$ cat src/rtl/pll_gear_ctrl.sv
// PLL loop-filter gear sequencer: precharges (clears) the filter, then steps tau
// gears as phase error settles, declares lock and re-acquires on loss of lock.
module pll_gear_ctrl #(
    parameter int ERR_W     = 12,
    parameter int THRESH    = 16,
    parameter int DWELL     = 64,
    parameter int NUM_GEARS = 4,
    parameter int PRE_CYC   = 8,
    parameter int UNLOCK_N  = 4,
    parameter int TIMEOUT   = 4096
) (
    input  logic                         clk,
    input  logic                         rst_n,
    input  logic                         start,
    input  logic                         err_valid,
    input  logic signed [ERR_W-1:0]      err,
    output logic [$clog2(NUM_GEARS)-1:0] gear,
    output logic                         filter_rst,
    output logic                         busy,
    output logic                         locked,
    output logic                         fail,
    output logic [3:0]                   relock_cnt
);

    localparam int GEAR_W = $clog2(NUM_GEARS);
    localparam int PRE_W  = $clog2(PRE_CYC + 1);
    localparam int DW_W   = $clog2(DWELL + 1);
    localparam int MISS_W = $clog2(UNLOCK_N + 1);
    localparam int TMO_W  = $clog2(TIMEOUT + 1);

    localparam logic [GEAR_W-1:0]       GEAR_MAX  = GEAR_W'(NUM_GEARS - 1);
    localparam logic [PRE_W-1:0]        PRE_LOAD  = PRE_W'(PRE_CYC - 1);
    localparam logic [DW_W-1:0]         DWELL_M1  = DW_W'(DWELL - 1);
    localparam logic [MISS_W-1:0]       MISS_M1   = MISS_W'(UNLOCK_N - 1);
    localparam logic [TMO_W-1:0]        TMO_LAST  = TMO_W'(TIMEOUT - 1);
    localparam logic [ERR_W-1:0]        THRESH_U  = ERR_W'(THRESH);
    localparam logic signed [ERR_W-1:0] ERR_MIN   = {1'b1, {(ERR_W-1){1'b0}}};
    localparam logic [ERR_W-1:0]        ERR_MAX_U = {1'b0, {(ERR_W-1){1'b1}}};

    typedef enum logic [2:0] {
        S_IDLE,
        S_PRE,
        S_ACQ,
        S_LOCK,
        S_FAIL
    } state_t;

    // Magnitude with the most negative code clamped so it cannot wrap to itself
    function automatic logic [ERR_W-1:0] abs_sat(input logic signed [ERR_W-1:0] v);
        logic [ERR_W-1:0] mag;
        if (v == ERR_MIN)
            mag = ERR_MAX_U;
        else if (v[ERR_W-1])
            mag = $unsigned(-v);
        else
            mag = $unsigned(v);
        return mag;
    endfunction

    state_t              r_state, w_state_nxt;
    logic [GEAR_W-1:0]   r_gear, w_gear_nxt;
    logic [PRE_W-1:0]    r_pre, w_pre_nxt;
    logic [DW_W-1:0]     r_dwell, w_dwell_nxt;
    logic [MISS_W-1:0]   r_miss, w_miss_nxt;
    logic [TMO_W-1:0]    r_tmo, w_tmo_nxt;
    logic [3:0]          r_relock, w_relock_nxt;
    logic                r_fail, w_fail_nxt;
    logic                r_frst, r_busy, r_locked;
    logic                w_in_win;

    assign w_in_win = (abs_sat(err) <= THRESH_U);

    always_ff @(posedge clk or negedge rst_n) begin
        if (!rst_n)
            r_state <= S_IDLE;
        else
            r_state <= w_state_nxt;
    end

    always_comb begin
        w_state_nxt  = r_state;
        w_gear_nxt   = r_gear;
        w_pre_nxt    = r_pre;
        w_dwell_nxt  = r_dwell;
        w_miss_nxt   = r_miss;
        w_tmo_nxt    = r_tmo;
        w_relock_nxt = r_relock;
        w_fail_nxt   = r_fail;

        // start wins over everything and swallows any same-cycle sample
        if (start) begin
            w_state_nxt  = S_PRE;
            w_pre_nxt    = PRE_LOAD;
            w_gear_nxt   = '0;
            w_dwell_nxt  = '0;
            w_miss_nxt   = '0;
            w_tmo_nxt    = '0;
            w_relock_nxt = '0;
            w_fail_nxt   = 1'b0;
        end else begin
            case (r_state)
                S_IDLE: ;
                S_PRE: begin
                    if (r_pre == '0) begin
                        w_state_nxt = S_ACQ;
                        w_tmo_nxt   = '0;
                        w_dwell_nxt = '0;
                    end else begin
                        w_pre_nxt = r_pre - PRE_W'(1);
                    end
                end
                S_ACQ: begin
                    w_tmo_nxt = r_tmo + TMO_W'(1);
                    if (err_valid)
                        w_dwell_nxt = w_in_win ? r_dwell + DW_W'(1) : '0;
                    if (err_valid && w_in_win && (r_dwell == DWELL_M1)) begin
                        w_dwell_nxt = '0;
                        if (r_gear == GEAR_MAX) begin
                            w_state_nxt = S_LOCK;
                            w_miss_nxt  = '0;
                        end else begin
                            w_gear_nxt = r_gear + GEAR_W'(1);
                        end
                    end else if (r_tmo == TMO_LAST) begin
                        w_state_nxt = S_FAIL;
                        w_gear_nxt  = '0;
                        w_dwell_nxt = '0;
                        w_fail_nxt  = 1'b1;
                    end
                end
                S_LOCK: begin
                    if (err_valid) begin
                        if (w_in_win) begin
                            w_miss_nxt = '0;
                        end else if (r_miss == MISS_M1) begin
                            w_state_nxt  = S_ACQ;
                            w_gear_nxt   = '0;
                            w_dwell_nxt  = '0;
                            w_miss_nxt   = '0;
                            w_tmo_nxt    = '0;
                            w_relock_nxt = (r_relock == 4'hF) ? r_relock : r_relock + 4'd1;
                        end else begin
                            w_miss_nxt = r_miss + MISS_W'(1);
                        end
                    end
                end
                S_FAIL: ;
                default: w_state_nxt = S_IDLE;
            endcase
        end
    end

    always_ff @(posedge clk or negedge rst_n) begin
        if (!rst_n) begin
            r_gear   <= '0;
            r_pre    <= '0;
            r_dwell  <= '0;
            r_miss   <= '0;
            r_tmo    <= '0;
            r_relock <= '0;
            r_fail   <= 1'b0;
            r_frst   <= 1'b0;
            r_busy   <= 1'b0;
            r_locked <= 1'b0;
        end else begin
            r_gear   <= w_gear_nxt;
            r_pre    <= w_pre_nxt;
            r_dwell  <= w_dwell_nxt;
            r_miss   <= w_miss_nxt;
            r_tmo    <= w_tmo_nxt;
            r_relock <= w_relock_nxt;
            r_fail   <= w_fail_nxt;
            r_frst   <= (w_state_nxt == S_PRE);
            r_busy   <= (w_state_nxt == S_PRE) || (w_state_nxt == S_ACQ) || (w_state_nxt == S_LOCK);
            r_locked <= (w_state_nxt == S_LOCK);
        end
    end

    assign gear       = r_gear;
    assign filter_rst = r_frst;
    assign busy       = r_busy;
    assign locked     = r_locked;
    assign fail       = r_fail;
    assign relock_cnt = r_relock;

endmodule

$ cat config.mk
export PLATFORM = sky130hd
export DESIGN_NAME = pll_gear_ctrl
export DESIGN_NICKNAME = d
export VERILOG_FILES = /design/src/rtl/pll_gear_ctrl.sv
export SDC_FILE = /design/constraint.sdc
export NUM_CORES = 1
export LEC_CHECK = 0
export CORE_MARGIN = 2
export CORE_UTILIZATION = 55
export CTS_CLUSTER_DIAMETER = 30
export CTS_CLUSTER_SIZE = 12
export DETAILED_ROUTE_END_ITERATION = 10
export PLACE_DENSITY = 0.75
export SKIP_LAST_GASP = 1
export SYNTH_ARGS = -nofsm -noshare
export SYNTH_HDL_FRONTEND = slang
export SYNTH_SLANG_ARGS = --single-unit
$ cat constraint.sdc
create_clock -name clk -period 5.2 [get_ports clk]
set_input_delay 0.78 -clock clk [delete_from_list [all_inputs] [get_ports clk]]
set_output_delay 0.78 -clock clk [all_outputs]
set_load 0.005 [all_outputs]
==> results of run 1 <==
[critical path: cells and delay by family]
family	cells	cell delay [ns]
AO/OA/AOI/OAI	6	1.44
AND/OR/NAND/NOR	2	0.65
buffers and inverters	2	0.59
adder cells (fa/ha/maj)	1	0.29
[worst min path at each step]
stage | from | slack (ns) | cells past startpoint | end
after floorplan | r_tmo[11]$_DFFE_PN0P_ | 0.45 | 1 | r_tmo[11]$_DFFE_PN0P_
after CTS | r_tmo[11]$_DFFE_PN0P_ | 0.49 | 1 | r_tmo[11]$_DFFE_PN0P_
final | r_tmo[5]$_DFFE_PN0P_ | 0.49 | 1 | r_tmo[5]$_DFFE_PN0P_
after detailed placement | r_tmo[11]$_DFFE_PN0P_ | 0.47 | 1 | r_tmo[11]$_DFFE_PN0P_
after global routing | r_dwell[6]$_DFFE_PN0P_ | 0.51 | 1 | r_dwell[6]$_DFFE_PN0P_
after global placement | r_tmo[11]$_DFFE_PN0P_ | 0.47 | 1 | r_tmo[11]$_DFFE_PN0P_
[sequential cells by signal (all words and copies together) (netlist names), 2 cells and up]
name        count
relock_cnt      4
gear            2
r_tmo          13
r_miss          3
r_state         3
r_dwell         7
r_pre           4
[where the power goes]
part / internal (mW) / leakage (nW) / total (mW) / switching [mW]
Combinational: 0.0257 / 0.649 / 0.0590 / 0.0333
Sequential: 0.314 / 0.532 / 0.318 / 0.00322
Clock: 0.142 / 0.0541 / 0.253 / 0.111
[Yosys cell counts (2+ instances only)]
cell type,count,area share (%)
or3_1,5,1.3
clkbuf_1,5,0.78
and3_1,4,1.0
nor2b_1,3,0.78
a22o_1,3,1.1
and2_1,4,1.0
nor3b_1,2,0.62
xor2_1,2,0.73
a31oi_1,6,1.6
a21o_1,5,1.6
a211oi_1,3,0.93
or2_2,3,0.78
a21oi_1,16,3.3
mux2_2,2,0.93
o31ai_1,2,0.62
nand3_1,11,2.3
nand2_1,27,4.2
nand3b_1,3,0.93
inv_1,12,1.9
xnor2_1,4,1.5
nand4_1,5,1.3
dfrtp_1,40,41
nand2b_1,7,1.8
nor3_1,6,1.2
o21ai_0,15,3.1
nor4_1,5,1.3
ha_1,7,3.6
nor2_1,26,4.0
mux2i_1,2,0.83
o21ai_1,2,0.41
a311oi_1,4,1.5
[routing by layer]
| layer | GRT usage [%] | up-vias |
|---|---|---|
| met5 | 0 | - |
| met4 | 7.26 | 0 |
| met3 | 4.47 | 7 |
| met2 | 33.6 | 24 |
| met1 | 29.7 | 966 |
| li1 | - | 1048 |
[area by class of cell]
| class | count | area [um^2] |
|---|---|---|
| fill | 372 | 1470 |
| inverter | 12 | 45.0 |
| clock inverter | 3 | 42.5 |
| timing repair buffer | 28 | 268 |
| multi-input combinational | 210 | 1330 |
| tap | 52 | 65.1 |
| clock buffer | 5 | 68.8 |
| sequential | 40 | 1000 |
[metrics by stage]
| stage | area, um^2 | worst slack (ns) | utilization [%] | std cells | power [mW] |
|---|---|---|---|---|---|
| 6_report | 2820 | 1.66 | 65.8 | 350 | 0.630 |
| 5_1_grt | 2820 | 1.40 | 65.8 | 350 | 0.653 |
| 4_1_cts | 2820 | 1.67 | 65.8 | 350 | 0.635 |
| 3_5_place_dp | 2710 | 1.39 | 63.2 | 342 | 0.384 |
| 3_3_place_gp | 2710 | 1.47 | 63.2 | 342 | 0.382 |
| 2_1_floorplan | 2410 | 2.21 | - | 269 | 0.353 |
[kinds of logic after synthesis]
kind of cell             Yosys count
AO/OA/AOI/OAI                     72
AND/OR/NAND/NOR                  119
XOR/XNOR                           6
multiplexers                       6
buffers and inverters             19
flip-flops                        40
adder cells (fa/ha/maj)            7
==> flow_summary.toml, run 1 <==
[die]
dieArea_um2 = 4930
core_area_um2 = 4290
die_y_um = 70.2
die_w_um = 70.2
num_rows = 24
io_pins = 26
initial_utilization_pct = 56.2

[power]
p_leak_nw = 1.24
p_per_area_nw_per_um2 = 223
vdd_ir_drop_max_uv = 156

[routing]
ant_nets = 0
wl_met3_um = 135
highest_layer = "met4"
wl_per_cell_um = 14.1
vias = 2045
drt-total-wl_mm = 4.93
dr.pass1.iters = 4
initialDrtViolationCount = 152
drc = 0
routedLengthMet1_mm = 2.55
viasPerCell = 5.84
wl_met2_mm = 2.17

[worst_setup_path]
critPathMaxStageDelay_ns = 0.60
crit_chain = "clkdlybuf4s50_1, inv_1, ha_1, nand4bb_1, a211oi_1, a211oi_1, nor4_2, a2111oi_2, a211oi_2, o21ai_0, o21ai_0"
cp-startpoint = "err[0]"
rr_startpoint = "r_dwell[0]$_DFFE_PN0P_"
rrSetupSlack_ns = 2.59
worst_path_max_delay_cell = "a211oi_2"
crit_path_end = "r_tmo[3]$_DFFE_PN0P_"
crit_type = "in2reg"
cp_max_fo = 10
cp.arrival_ns = 3.75
r2r_cells = 7
cp.required_ns = 5.41
end_kind = "register"
startpoint_type = "input port"
r2r-end = "gear[0]$_DFFE_PN0P_"

[synthesis]
ys.flop_type = "dfrtp_1"
synth_compound_area_share_pct = 20.6
synth_area_um2 = 2410
ys_seq_area_share_pct = 41.5
synth_edf_count = 0
avgSynthCellArea_um2 = 8.97
netlist-cell-type-count = 59
yosys.area_share.simple_pct = 26.0
async_flop_share_pct = 100
synthXorXnorAreaFrac_pct = 2.18
syn-num-nets = 292
ys_ff_latch = 40
synth_top_family_by_area = "simple AND/OR/NAND/NOR gates"
synthAdderAreaFrac_pct = 3.63
yosys_warnings = 0
synth_cells = 269
synth.area.mux_share_pct = 2.85

[job]
maxCapViolCount = 0

[finish]
synthToLayoutAreaGrowth_pct = 17.0
n_antenna_cell = 0
layout-drive-gt1-share_pct = 9.06
nets = 320
final_common_cell = "dfrtp_1"
final_cell_mix = "dfrtp_1, nand2_1, nor2_1, clkdlybuf4s50_1, a21oi_1"

[clock_network]
htree_levels = 2
cts_setup_buffers = 0
cts_tree = "done"
clock-sinks = 40
clk_pin_slew_ns = 0.08
cts_resized = 0
postCtsHoldBufs = 0
cts-buffers-inserted = 5
clock-root-buffer = "clkbuf_8"
clkLatencyLatePin_ns = 0.30
clockBufferDepth = 2

[timing]
fin_crit_ns = 3.54
final_hold_viol_count = 0
skew_ns = 0.0111
worst_slew_pin_slew_ns = 0.883
timing.slew.headroom_pct = 41.1
max_freq_ghz = 0.282
setup_tns_ns = 0
rsz0062_at_grt = "false"
hold-worst-slack_ns = 0.491
fin_crit_sh_pct = 68.2
finalSetupViolations = 0
drv_slew = 0

[grt]
grt_pass1_wl_mm = 8.51
grt_usage_pct = 21.5
antenna_found_initial = 0
grt_pass1_vias = 1921
grt_max_degree = 41
grt_remaining_overflow = 0

[status]
status = "finished, final reports clean"

[place]
dp_hpwl_mm = 3.56
portBuffers = 25
routabilityCongestion = 0.931

[hold_path]
hp-class = "reg2reg"
Note: power is estimated with default switching activity, not from simulation.
==> run 2: changes to the inputs <==
Settings changed: CORE_UTILIZATION 55 to 51, PLACE_DENSITY 0.75 to 0.73.
Clock period 5.2 ns to 2.91 ns, I/O delays scaled along.
==> run 2 against run 1 <==
Compared with the run above: die area is 7.4% higher; sequential cell count stayed put; register-to-register slack worse by 2.1 ns; core utilization is 0.67 points higher; hold slack worse by 0.24 ns; routed wire length is 6.6% higher; clock skew is 0.00072 ns lower; sequential power is 79% higher; power is 89% higher.
==> flow_summary.toml, run 2 (synthesized netlist as in run 1, its figures left out) <==
[routing]
initialDrtViolationCount = 172
ant_nets = 0
wl_per_cell_um = 14.0
viasPerCell = 5.85
dr.pass1.iters = 4
drt-total-wl_mm = 5.25
vias = 2193
drc = 0

[finish]
largest-register = "r_tmo"
layout-drive-gt1-share_pct = 17.4
largest_reg_flops = 13
synthToLayoutAreaGrowth_pct = 27.4
nets = 343
reg.largest.list = "r_tmo x13, r_dwell x7"
n_antenna_cell = 0
layoutNonFillerInstCount = 375
final_cell_mix = "dfrtp_1, nand2_1, nor2_1, buf_4, clkdlybuf4s50_1"
final_common_cell = "dfrtp_1"

[job]
maxCapViolCount = 0

[grt]
grt_pass1_vias = 2066
grt_usage_pct = 22.7
grt_remaining_overflow = 0
antenna_found_initial = 0
grt_max_degree = 41
grt_pass1_wl_mm = 9.49

[clock_network]
clock-sinks = 40
clock-root-buffer = "clkbuf_8"
clkLatencyLatePin_ns = 0.30
cts_tree = "done"
cts-buffers-inserted = 5
htree_levels = 2
clk_pin_slew_ns = 0.07
clockBufferDepth = 2

[worst_setup_path]
cp_max_fo = 4
crit_type = "in2reg"
worst_path_max_delay_cell = "or4_4"
critPathMaxStageDelay_ns = 0.50
cp.arrival_ns = 2.96
path_buf_inv = 1
crit_chain = "clkdlybuf4s50_1, or4_4, or3_1, a221oi_2, o21a_2, a2111oi_4, a21o_2, a21oi_4, mux2_1"
startpoint_type = "input port"
end_kind = "register"
cp.required_ns = 3.09
crit_family = "compound AO/OA/AOI/OAI gates"

[timing]
timing.slew.headroom_pct = 41.6
rsz0062_at_grt = "false"
drv_slew = 0
final_hold_viol_count = 0
fin_crit_ns = 2.78
worst_slew_pin_slew_ns = 0.877
fin_ws_ns = 0.127
max_freq_ghz = 0.359
fin_crit_sh_pct = 95.6
finalSetupViolations = 0
skew_ns = 0.0104
hold-worst-slack_ns = 0.256
setup_tns_ns = 0

[place]
dp_hpwl_mm = 3.92
dpl.cell_count = 365
portBuffers = 25
pre_cts_ws_ns = -0.393
routabilityCongestion = 0.813

[power]
finalPower_mw = 1.19
vdd_ir_drop_max_uv = 399
p_per_area_nw_per_um2 = 388
p_leak_nw = 1.39

[die]
dieArea_um2 = 5300
die_w_um = 72.8
num_rows = 25
io_pins = 26
core_area_um2 = 4630
die_y_um = 72.8
initial_utilization_pct = 52.1

[hold_path]
hp-class = "in2async"

[status]
status = "finished, final reports clean"
## run 2: area by class of cell
class                           instances  area, um^2
Clock buffer                            7        96.3
Clock inverter                          1        30.0
Fill cell                             383        1550
Inverter                               12        45.0
Multi-Input combinational cell        210        1390
Sequential cell                        40        1000
Tap cell                               54        67.6
Timing Repair Buffer                   51         445
## run 2: final timing paths
kind                                       start                     end  slack (ns)  cells after the start
max                                       err[2]  r_dwell[1]$_DFFE_PN0P_        0.13                      9
min                                        rst_n  r_dwell[4]$_DFFE_PN0P_        0.26                      1
max reg2reg                 r_tmo[2]$_DFFE_PN0P_  r_dwell[5]$_DFFE_PN0P_        0.45                      8
min reg2reg                r_tmo[11]$_DFFE_PN0P_   r_tmo[11]$_DFFE_PN0P_        0.49                      1
max in group asynchronous                  rst_n   r_miss[2]$_DFFE_PN0P_        2.10                      1
min in group clk           r_tmo[11]$_DFFE_PN0P_   r_tmo[11]$_DFFE_PN0P_        0.49                      1
## run 2: routing by layer
metal	routed length (um)	global-route usage [%]	up-vias
met5	0	0	-
met4	44	5.56	0
met3	250	4.14	7
met2	2550	35.9	53
met1	2410	32.4	1046
li1	-	-	1087
## run 2: power by group
group	switching [mW]	internal [mW]
clock network	0.192	0.303
logic	0.0670	0.0629
registers	0.00618	0.562
## run 2: repair_timing
action,in CTS,in global routing
hold buffers,0,0
resized for setup,3,11
pin swaps,0,5
cloned,0,0
buffers inserted,0,2
setup endpoints to repair,10,31
## run 2: worst reg2reg max path, cell delays in order, from the launching register on
cell and delay, ns:
dfrtp_1 0.46, and4_1 0.29, nand4_1 0.16, or3_1 0.47
o21ai_1 0.29, nor2_1 0.13, or3_1 0.35, a21oi_1 0.15
a21o_1 0.10
## run 2: metrics by stage
step	util, %	instance area (um^2)
6_report	66.4	3080
5_1_grt	66.4	3080
4_1_cts	65.4	3030
3_5_place_dp	62.1	2870
3_3_place_gp	62.1	2870
2_1_floorplan	-	2410
==> run 3: changes to the inputs <==
Settings changed: SLEW_MARGIN set to 5.
==> results of run 3 <==
Same layout as run 2: the final DEF is identical, and so are final timing and power.
